File: src/rtl/multi_cycle_pkg.sv
// ----------------------------------------------------------------------------
// multi_cycle_pkg
// Shared types and constants for the multi-cycle RV32 control unit:
//   - state_e : controller FSM states
//   - cls_e   : instruction class produced by the decoder
//   - dec_t   : decoder result bundle (class + ALU operation)
//   - opcode / funct3 constants, err codes, ALUControl codes
// ----------------------------------------------------------------------------
package multi_cycle_pkg;

  typedef enum logic [2:0] {
    ST_IDLE   = 3'd0,
    ST_FETCH  = 3'd1,
    ST_DECODE = 3'd2,
    ST_EXEC   = 3'd3,
    ST_MEM    = 3'd4,
    ST_WB     = 3'd5,
    ST_HALT   = 3'd6
  } state_e;

  typedef enum logic [2:0] {
    CLS_ILL = 3'd0,
    CLS_R   = 3'd1,
    CLS_I   = 3'd2,
    CLS_LW  = 3'd3,
    CLS_SW  = 3'd4,
    CLS_BR  = 3'd5
  } cls_e;

  // Opcodes
  localparam logic [6:0] OP_R  = 7'b0110011;
  localparam logic [6:0] OP_I  = 7'b0010011;
  localparam logic [6:0] OP_LW = 7'b0000011;
  localparam logic [6:0] OP_SW = 7'b0100011;
  localparam logic [6:0] OP_BR = 7'b1100011;

  // funct3 values that matter to the controller
  localparam logic [2:0] F3_WORD = 3'b010;
  localparam logic [2:0] F3_BEQ  = 3'b000;
  localparam logic [2:0] F3_BNE  = 3'b001;
  localparam logic [2:0] F3_SR   = 3'b101;  // SRLI/SRAI: funct7[5] picks arith

  // err encoding
  localparam logic [1:0] ERR_NONE = 2'b00;
  localparam logic [1:0] ERR_ILL  = 2'b01;
  localparam logic [1:0] ERR_IMEM = 2'b10;
  localparam logic [1:0] ERR_DMEM = 2'b11;

  // ALUControl codes with a fixed meaning (others come from {funct7[5],funct3})
  localparam logic [3:0] ALU_ADD = 4'b0000;  // address generation for LW/SW
  localparam logic [3:0] ALU_SUB = 4'b1000;  // branch compare

  typedef struct packed {
    cls_e       cls;
    logic [3:0] aluctl;
  } dec_t;

  function automatic logic [3:0] alu_code(input logic f7b5, input logic [2:0] f3);
    return {f7b5, f3};
  endfunction

endpackage

File: src/rtl/multi_cycle_control_alu_decoder.sv
// ----------------------------------------------------------------------------
// alu_decoder
// Purely combinational classifier for the latched instruction fields.
// Ports:
//   opcode   in  7  instruction[6:0]
//   funct3   in  3  instruction[14:12]
//   funct7b5 in  1  instruction[30]
//   dec      out    {instruction class, ALUControl}
// Anything not in the supported subset reports CLS_ILL.
// ----------------------------------------------------------------------------
module alu_decoder
  import multi_cycle_pkg::*;
(
  input  logic [6:0] opcode,
  input  logic [2:0] funct3,
  input  logic       funct7b5,
  output dec_t       dec
);

  always_comb begin
    dec = '{cls: CLS_ILL, aluctl: ALU_ADD};
    case (opcode)
      OP_R: begin
        dec.cls    = CLS_R;
        dec.aluctl = alu_code(funct7b5, funct3);
      end
      OP_I: begin
        dec.cls = CLS_I;
        // funct7[5] is immediate data for every I-ALU op except the right
        // shifts, where it distinguishes SRAI from SRLI.
        dec.aluctl = (funct3 == F3_SR) ? alu_code(funct7b5, funct3)
                                       : alu_code(1'b0, funct3);
      end
      OP_LW: if (funct3 == F3_WORD) dec.cls = CLS_LW;
      OP_SW: if (funct3 == F3_WORD) dec.cls = CLS_SW;
      OP_BR: begin
        if (funct3 == F3_BEQ || funct3 == F3_BNE) begin
          dec.cls    = CLS_BR;
          dec.aluctl = ALU_SUB;
        end
      end
      default: ;
    endcase
  end

endmodule

File: src/rtl/multi_cycle_control.sv
// ----------------------------------------------------------------------------
// multi_cycle_control
// Multi-cycle controller for an RV32 subset (R, I-ALU, LW, SW, BEQ/BNE).
// Sequence: IDLE -> FETCH -> DECODE -> EXEC -> [MEM] -> [WB] -> FETCH.
// Memory waits are bounded by TIMEOUT_CYCLES; timeouts and illegal
// instructions park the FSM in HALT until reset.
//
// Parameters:
//   TIMEOUT_CYCLES  max wait cycles on imem/dmem ready (1..255)
//   CNT_W           width of the retired-instruction counter
// Ports:
//   clk, reset           clock, async active-high reset
//   instr                instruction word, sampled in FETCH when imem_rdy=1
//   imem_req/imem_rdy    fetch handshake
//   dmem_req/dmem_rdy    data handshake; dmemwe qualifies a store
//   zero                 ALU zero flag (used in EXEC for branches)
//   irwe,pcwe,pcsel,regwe,rs2sel,regsel   datapath strobes / selects
//   ALUControl           ALU operation
//   halted, err          halt indication and cause
//   instret              retired-instruction count (wraps)
// ----------------------------------------------------------------------------
module multi_cycle_control
  import multi_cycle_pkg::*;
#(
  parameter int TIMEOUT_CYCLES = 16,
  parameter int CNT_W          = 32
) (
  input  logic             clk,
  input  logic             reset,
  input  logic [31:0]      instr,
  output logic             imem_req,
  input  logic             imem_rdy,
  output logic             dmem_req,
  input  logic             dmem_rdy,
  input  logic             zero,
  output logic             irwe,
  output logic             pcwe,
  output logic             pcsel,
  output logic             regwe,
  output logic             dmemwe,
  output logic             rs2sel,
  output logic             regsel,
  output logic [3:0]       ALUControl,
  output logic             halted,
  output logic [1:0]       err,
  output logic [CNT_W-1:0] instret
);

  // Last wait-count value before a timeout fires.
  localparam logic [7:0] TMO_LAST = 8'(TIMEOUT_CYCLES - 1);

  state_e     state, nxt;
  logic [6:0] ir_op;
  logic [2:0] ir_f3;
  logic       ir_f7b5;
  dec_t       dec;
  logic [7:0] wait_cnt;
  logic       in_req, rdy, tmo, retire, post_dec;

  // Register numbers and immediates are consumed by the datapath's own IR.
  logic unused_instr;
  assign unused_instr = ^{instr[31], instr[29:15], instr[11:7]};

  alu_decoder u_dec (
    .opcode   (ir_op),
    .funct3   (ir_f3),
    .funct7b5 (ir_f7b5),
    .dec      (dec)
  );

  // Handshake view: rdy only means something in the matching request state.
  assign in_req   = (state == ST_FETCH) || (state == ST_MEM);
  assign rdy      = (state == ST_FETCH) ? imem_rdy : dmem_rdy;
  assign tmo      = in_req && !rdy && (wait_cnt == TMO_LAST);
  assign post_dec = (state == ST_EXEC) || (state == ST_MEM) || (state == ST_WB);

  assign retire = ((state == ST_EXEC) && (dec.cls == CLS_BR)) ||
                  ((state == ST_MEM)  && (dec.cls == CLS_SW) && dmem_rdy) ||
                  (state == ST_WB);

  // --------------------------------------------------------------------------
  // Next state
  // --------------------------------------------------------------------------
  always_comb begin
    nxt = state;
    case (state)
      ST_IDLE:   nxt = ST_FETCH;
      ST_FETCH: begin
        if (imem_rdy) nxt = ST_DECODE;
        else if (tmo) nxt = ST_HALT;
      end
      ST_DECODE: nxt = (dec.cls == CLS_ILL) ? ST_HALT : ST_EXEC;
      ST_EXEC: begin
        case (dec.cls)
          CLS_BR:         nxt = ST_FETCH;
          CLS_LW, CLS_SW: nxt = ST_MEM;
          default:        nxt = ST_WB;
        endcase
      end
      ST_MEM: begin
        if (dmem_rdy) nxt = (dec.cls == CLS_LW) ? ST_WB : ST_FETCH;
        else if (tmo) nxt = ST_HALT;
      end
      ST_WB:     nxt = ST_FETCH;
      ST_HALT:   nxt = ST_HALT;
      default:   nxt = ST_IDLE;
    endcase
  end

  // --------------------------------------------------------------------------
  // Outputs: decoded from state (plus rdy/zero), so an async reset into
  // IDLE drops every strobe without waiting for a clock edge.
  // --------------------------------------------------------------------------
  always_comb begin
    imem_req   = (state == ST_FETCH);
    irwe       = (state == ST_FETCH) && imem_rdy;
    dmem_req   = (state == ST_MEM);
    dmemwe     = (state == ST_MEM) && (dec.cls == CLS_SW);
    regwe      = (state == ST_WB);
    regsel     = (state == ST_WB) && (dec.cls == CLS_LW);
    pcwe       = retire;
    // Only a taken branch selects the target: BEQ takes on zero, BNE on !zero.
    pcsel      = (state == ST_EXEC) && (dec.cls == CLS_BR) && (zero ^ ir_f3[0]);
    rs2sel     = post_dec &&
                 ((dec.cls == CLS_I) || (dec.cls == CLS_LW) || (dec.cls == CLS_SW));
    ALUControl = post_dec ? dec.aluctl : 4'b0000;
    halted     = (state == ST_HALT);
  end

  // --------------------------------------------------------------------------
  // State, latched IR fields, wait counter, err, instret
  // --------------------------------------------------------------------------
  always_ff @(posedge clk or posedge reset) begin
    if (reset) begin
      state    <= ST_IDLE;
      ir_op    <= '0;
      ir_f3    <= '0;
      ir_f7b5  <= 1'b0;
      wait_cnt <= '0;
      err      <= ERR_NONE;
      instret  <= '0;
    end else begin
      state <= nxt;
      if (irwe) begin
        ir_op   <= instr[6:0];
        ir_f3   <= instr[14:12];
        ir_f7b5 <= instr[30];
      end
      // Counts stalled cycles; any other cycle (including the one before a
      // request state is entered) clears it.
      wait_cnt <= (in_req && !rdy) ? wait_cnt + 8'd1 : 8'd0;
      if (nxt == ST_HALT && state != ST_HALT) begin
        case (state)
          ST_DECODE: err <= ERR_ILL;
          ST_FETCH:  err <= ERR_IMEM;
          default:   err <= ERR_DMEM;
        endcase
      end
      if (retire) instret <= instret + CNT_W'(1);
    end
  end

endmodule

File: config.mk
export PLATFORM = sky130hd
export DESIGN_NAME = multi_cycle_control
export DESIGN_NICKNAME = d
export VERILOG_FILES = /design/src/rtl/multi_cycle_pkg.sv /design/src/rtl/multi_cycle_control_alu_decoder.sv /design/src/rtl/multi_cycle_control.sv
export SDC_FILE = /design/constraint.sdc
export NUM_CORES = 1
export LEC_CHECK = 0
export ABC_AREA = 1
export CAP_MARGIN = 20
export CORE_MARGIN = 2
export CORE_UTILIZATION = 53
export DETAILED_ROUTE_END_ITERATION = 7
export GPL_TIMING_DRIVEN = 0
export PLACE_DENSITY_LB_ADDON = 0.25
export SLEW_MARGIN = 20
export SYNTH_ARGS = -nofsm -noshare
export SYNTH_HDL_FRONTEND = slang
export SYNTH_SLANG_ARGS = --single-unit
File: constraint.sdc
create_clock -name clk -period 4.5 [get_ports clk]
set_input_delay 0.9 -clock clk [delete_from_list [all_inputs] [get_ports clk]]
set_output_delay 0.9 -clock clk [all_outputs]
set_load 0.005 [all_outputs]
==> results.sh <==
export IMPL_status="complete, no violations"
export IMPL_ioPinCount=85
export IMPL_start_kind="input port"
export IMPL_portBuffers=63
export IMPL_max_stage_delay_ns=0.58
export IMPL_most_common_layout_cells="118 x nand2_1, 63 x clkdlybuf4s50_1, 61 x inv_1, 56 x dfrtp_1, 55 x nor2_1"
export IMPL_die_height_um=82.1
export IMPL_post_cts_resized=0
export IMPL_worst_endpoint_arrival_ns=2.57
export IMPL_finalClockSkew_ns=0.0123
export IMPL_die_area_um2=6750
export IMPL_synth_avg_cell_area_um2=7.47
export IMPL_dp_hpwl_um=5560
export IMPL_period_minus_slack_ns=3.47
export IMPL_vias=2968
export IMPL_cts_hold_buffers=0
export IMPL_synth_top_flop_cell="dfrtp_1"
export IMPL_rows=28
export IMPL_hp_class="register to register"
export IMPL_crit_chain="clkdlybuf4s50_1 -> inv_1 -> nor2_1 -> clkbuf_1 -> clkdlybuf4s50_1"
export IMPL_grt_pass1_wl_um=12500
export IMPL_cts_sinks=56
export IMPL_htreeDepth=2
export IMPL_route_antenna_remaining_nets=0
export IMPL_clkTransAtPathRegs_ns=0.09
export IMPL_post_cts_setup_buffers=0
export IMPL_gr_total_overflow=0
export IMPL_synth_cell_type_count=31
export IMPL_synth_fp_nets=472
export IMPL_ir_worst_vdd_mv=0.235
export IMPL_routabilityCongestion=0.886
export IMPL_hold_viol=0
export IMPL_crit_type="input port to output port"
export IMPL_drv_slew=0
export IMPL_postSynth_asyncResetShare_pct=100
export IMPL_grt_max_degree=57
export IMPL_insertion_delay_ns=0.31
export IMPL_crit_path_top_delay_cell="clkdlybuf4s50_1"
export IMPL_drt_iter0_markers=162
export IMPL_drc=0
export IMPL_syn_inst=433
export IMPL_cts_buffer_depth=2
export IMPL_nNetsFinal=542
export IMPL_cap_violations=0
export IMPL_ys_warn_count=0
export IMPL_setup_viol=0
export IMPL_crit_path_end_kind="output port"
export IMPL_die_x_um=82.1
export IMPL_power_density_nw_per_um2=380
export IMPL_place_inst=571
export IMPL_cts_buffers=5
export IMPL_antenna_found_initial=0
export IMPL_drtPass1Iterations=5
export IMPL_fillCellCount=507
export IMPL_layout_cells_non_filler=578
export IMPL_layout_commonest_cell="nand2_1"
export IMPL_reg2reg_depth=10
export IMPL_synth_area_um2=3240
export IMPL_initial_utilization_pct=54.6
export IMPL_hold_path_cell_count=1
export IMPL_cp_common_cell="clkdlybuf4s50_1"
export IMPL_grt_pass1_vias=2901
export IMPL_fin_tns_setup_ns=0
export IMPL_relSlewSlack_pct=55.5
export IMPL_grt_total_usage_pct=23.7
export IMPL_p_leak_nw=1.88
export IMPL_worst_pin_slew_ns=0.668
export IMPL_synth_edf_count=0
export IMPL_path_max_fanout=10
export IMPL_clock_fmax_ghz=0.288
export IMPL_required_ns=3.60
export IMPL_drive_gt1_share_pct=5.57
export IMPL_wl_per_cell_um=12.5
export IMPL_fin_crit_sh_pct=77.2
export IMPL_viasPerCell=5.13
export IMPL_grt_setup_unrepaired="false"
export IMPL_root_buffer="clkbuf_8"
export IMPL_n_antenna_cell=0
export IMPL_wl_um=7240
export IMPL_area_delta_synth_final_pct=25.0
export IMPL_coreArea_um2=5920
export IMPL_cts_tree="built"
export IMPL_multi_input_area_um2=1570
export IMPL_ys_seq_area_share_pct=43.3
export IMPL_seq_area_um2=1400
export IMPL_ys_ff_latch=56
[state kept, by name (all words and copies together), names as in the netlist]
register,count
err,2
instret,32
ir_f3,3
ir_f7b5,1
ir_op,7
state,3
wait_cnt,8
[worst paths after layout]
| kind | start | endpoint | slack [ns] |
|---|---|---|---|
| setup / recovery | imem_rdy | irwe | 1.03 |
| hold reg to reg | wait_cnt[0] | wait_cnt[0] | 0.47 |
| min in group asynchronous | reset | instret[11] | 1.05 |
| max in group asynchronous | reset | state[0] | 3.01 |
| setup reg to reg | ir_f3[0] | instret[4] | 2.71 |
| hold / removal | wait_cnt[0] | wait_cnt[0] | 0.47 |
[layout make-up]
type,count,share of cell area [%]
flip-flops and latches,56,34.7
plain buffers,5,0.804
multi-input cells,309,38.7
clock inverters,2,0.309
well taps,75,2.32
clock buffers,5,1.70
repair buffers,63,15.6
inverters,63,5.91
[logic make-up after synthesis]
group / Yosys count / share of synthesized area [%]
AO/OA/AOI/OAI: 33 / 5.53
flip-flops: 56 / 43.3
AND/OR/NAND/NOR: 247 / 34.8
XOR/XNOR: 27 / 7.31
buffers and inverters: 68 / 8.31
adder cells (fa/ha/maj): 2 / 0.773
[report_power, final]
part,total (mW),switching [mW],internal (mW),leakage [nW]
registers,0.690,0.0871,0.603,0.723
clock network,0.262,0.157,0.106,0.0400
logic,0.584,0.345,0.239,1.12
total,1.54,0.589,0.947,1.88
[per-layer routing]
metal / part of all wire, % / wire length, um / vias to the layer above / global-route usage [%]
li1: - / - / 1499 / -
met4: 1.3 / 96 / 0 / 6.67
met5: 0 / 0 / - / 0
met2: 46 / 3300 / 74 / 38.5
met3: 4.4 / 318 / 9 / 4.13
met1: 49 / 3530 / 1386 / 32.9
[cell usage after synthesis, types with 8 or more instances]
cell	n	area share, %
xor2_1	16	4.3
nor2_1	55	6.4
nor3_1	20	3.1
inv_1	62	7.2
xnor2_1	11	3.0
nand4_1	10	1.9
a21oi_1	8	1.2
nand2_1	118	14
dfrtp_1	56	43
nand3_1	26	4.0
o21ai_0	17	2.6
[worst max-delay path, delay by kind of cell]
kind	cells	cell delay, ns
AND/OR/NAND/NOR	1	0.23
buffers and inverters	4	1.44
[per-stage QoR]
step / worst slack, ns / utilization (%) / hold slack, ns / power [mW] / area [um2]
floorplan: 2.23 / - / 0.433 / 1.06 / 3240
global placement: 1.08 / 66.9 / 0.446 / 1.26 / 3960
detailed placement: 1.07 / 66.9 / 0.459 / 1.28 / 3960
CTS: 1.06 / 68.3 / 0.471 / 1.55 / 4040
global route: 0.919 / 68.3 / 0.480 / 1.67 / 4040
finish: 1.03 / 68.3 / 0.466 / 1.54 / 4040
No activity file was read; power rests on OpenSTA's default activity.
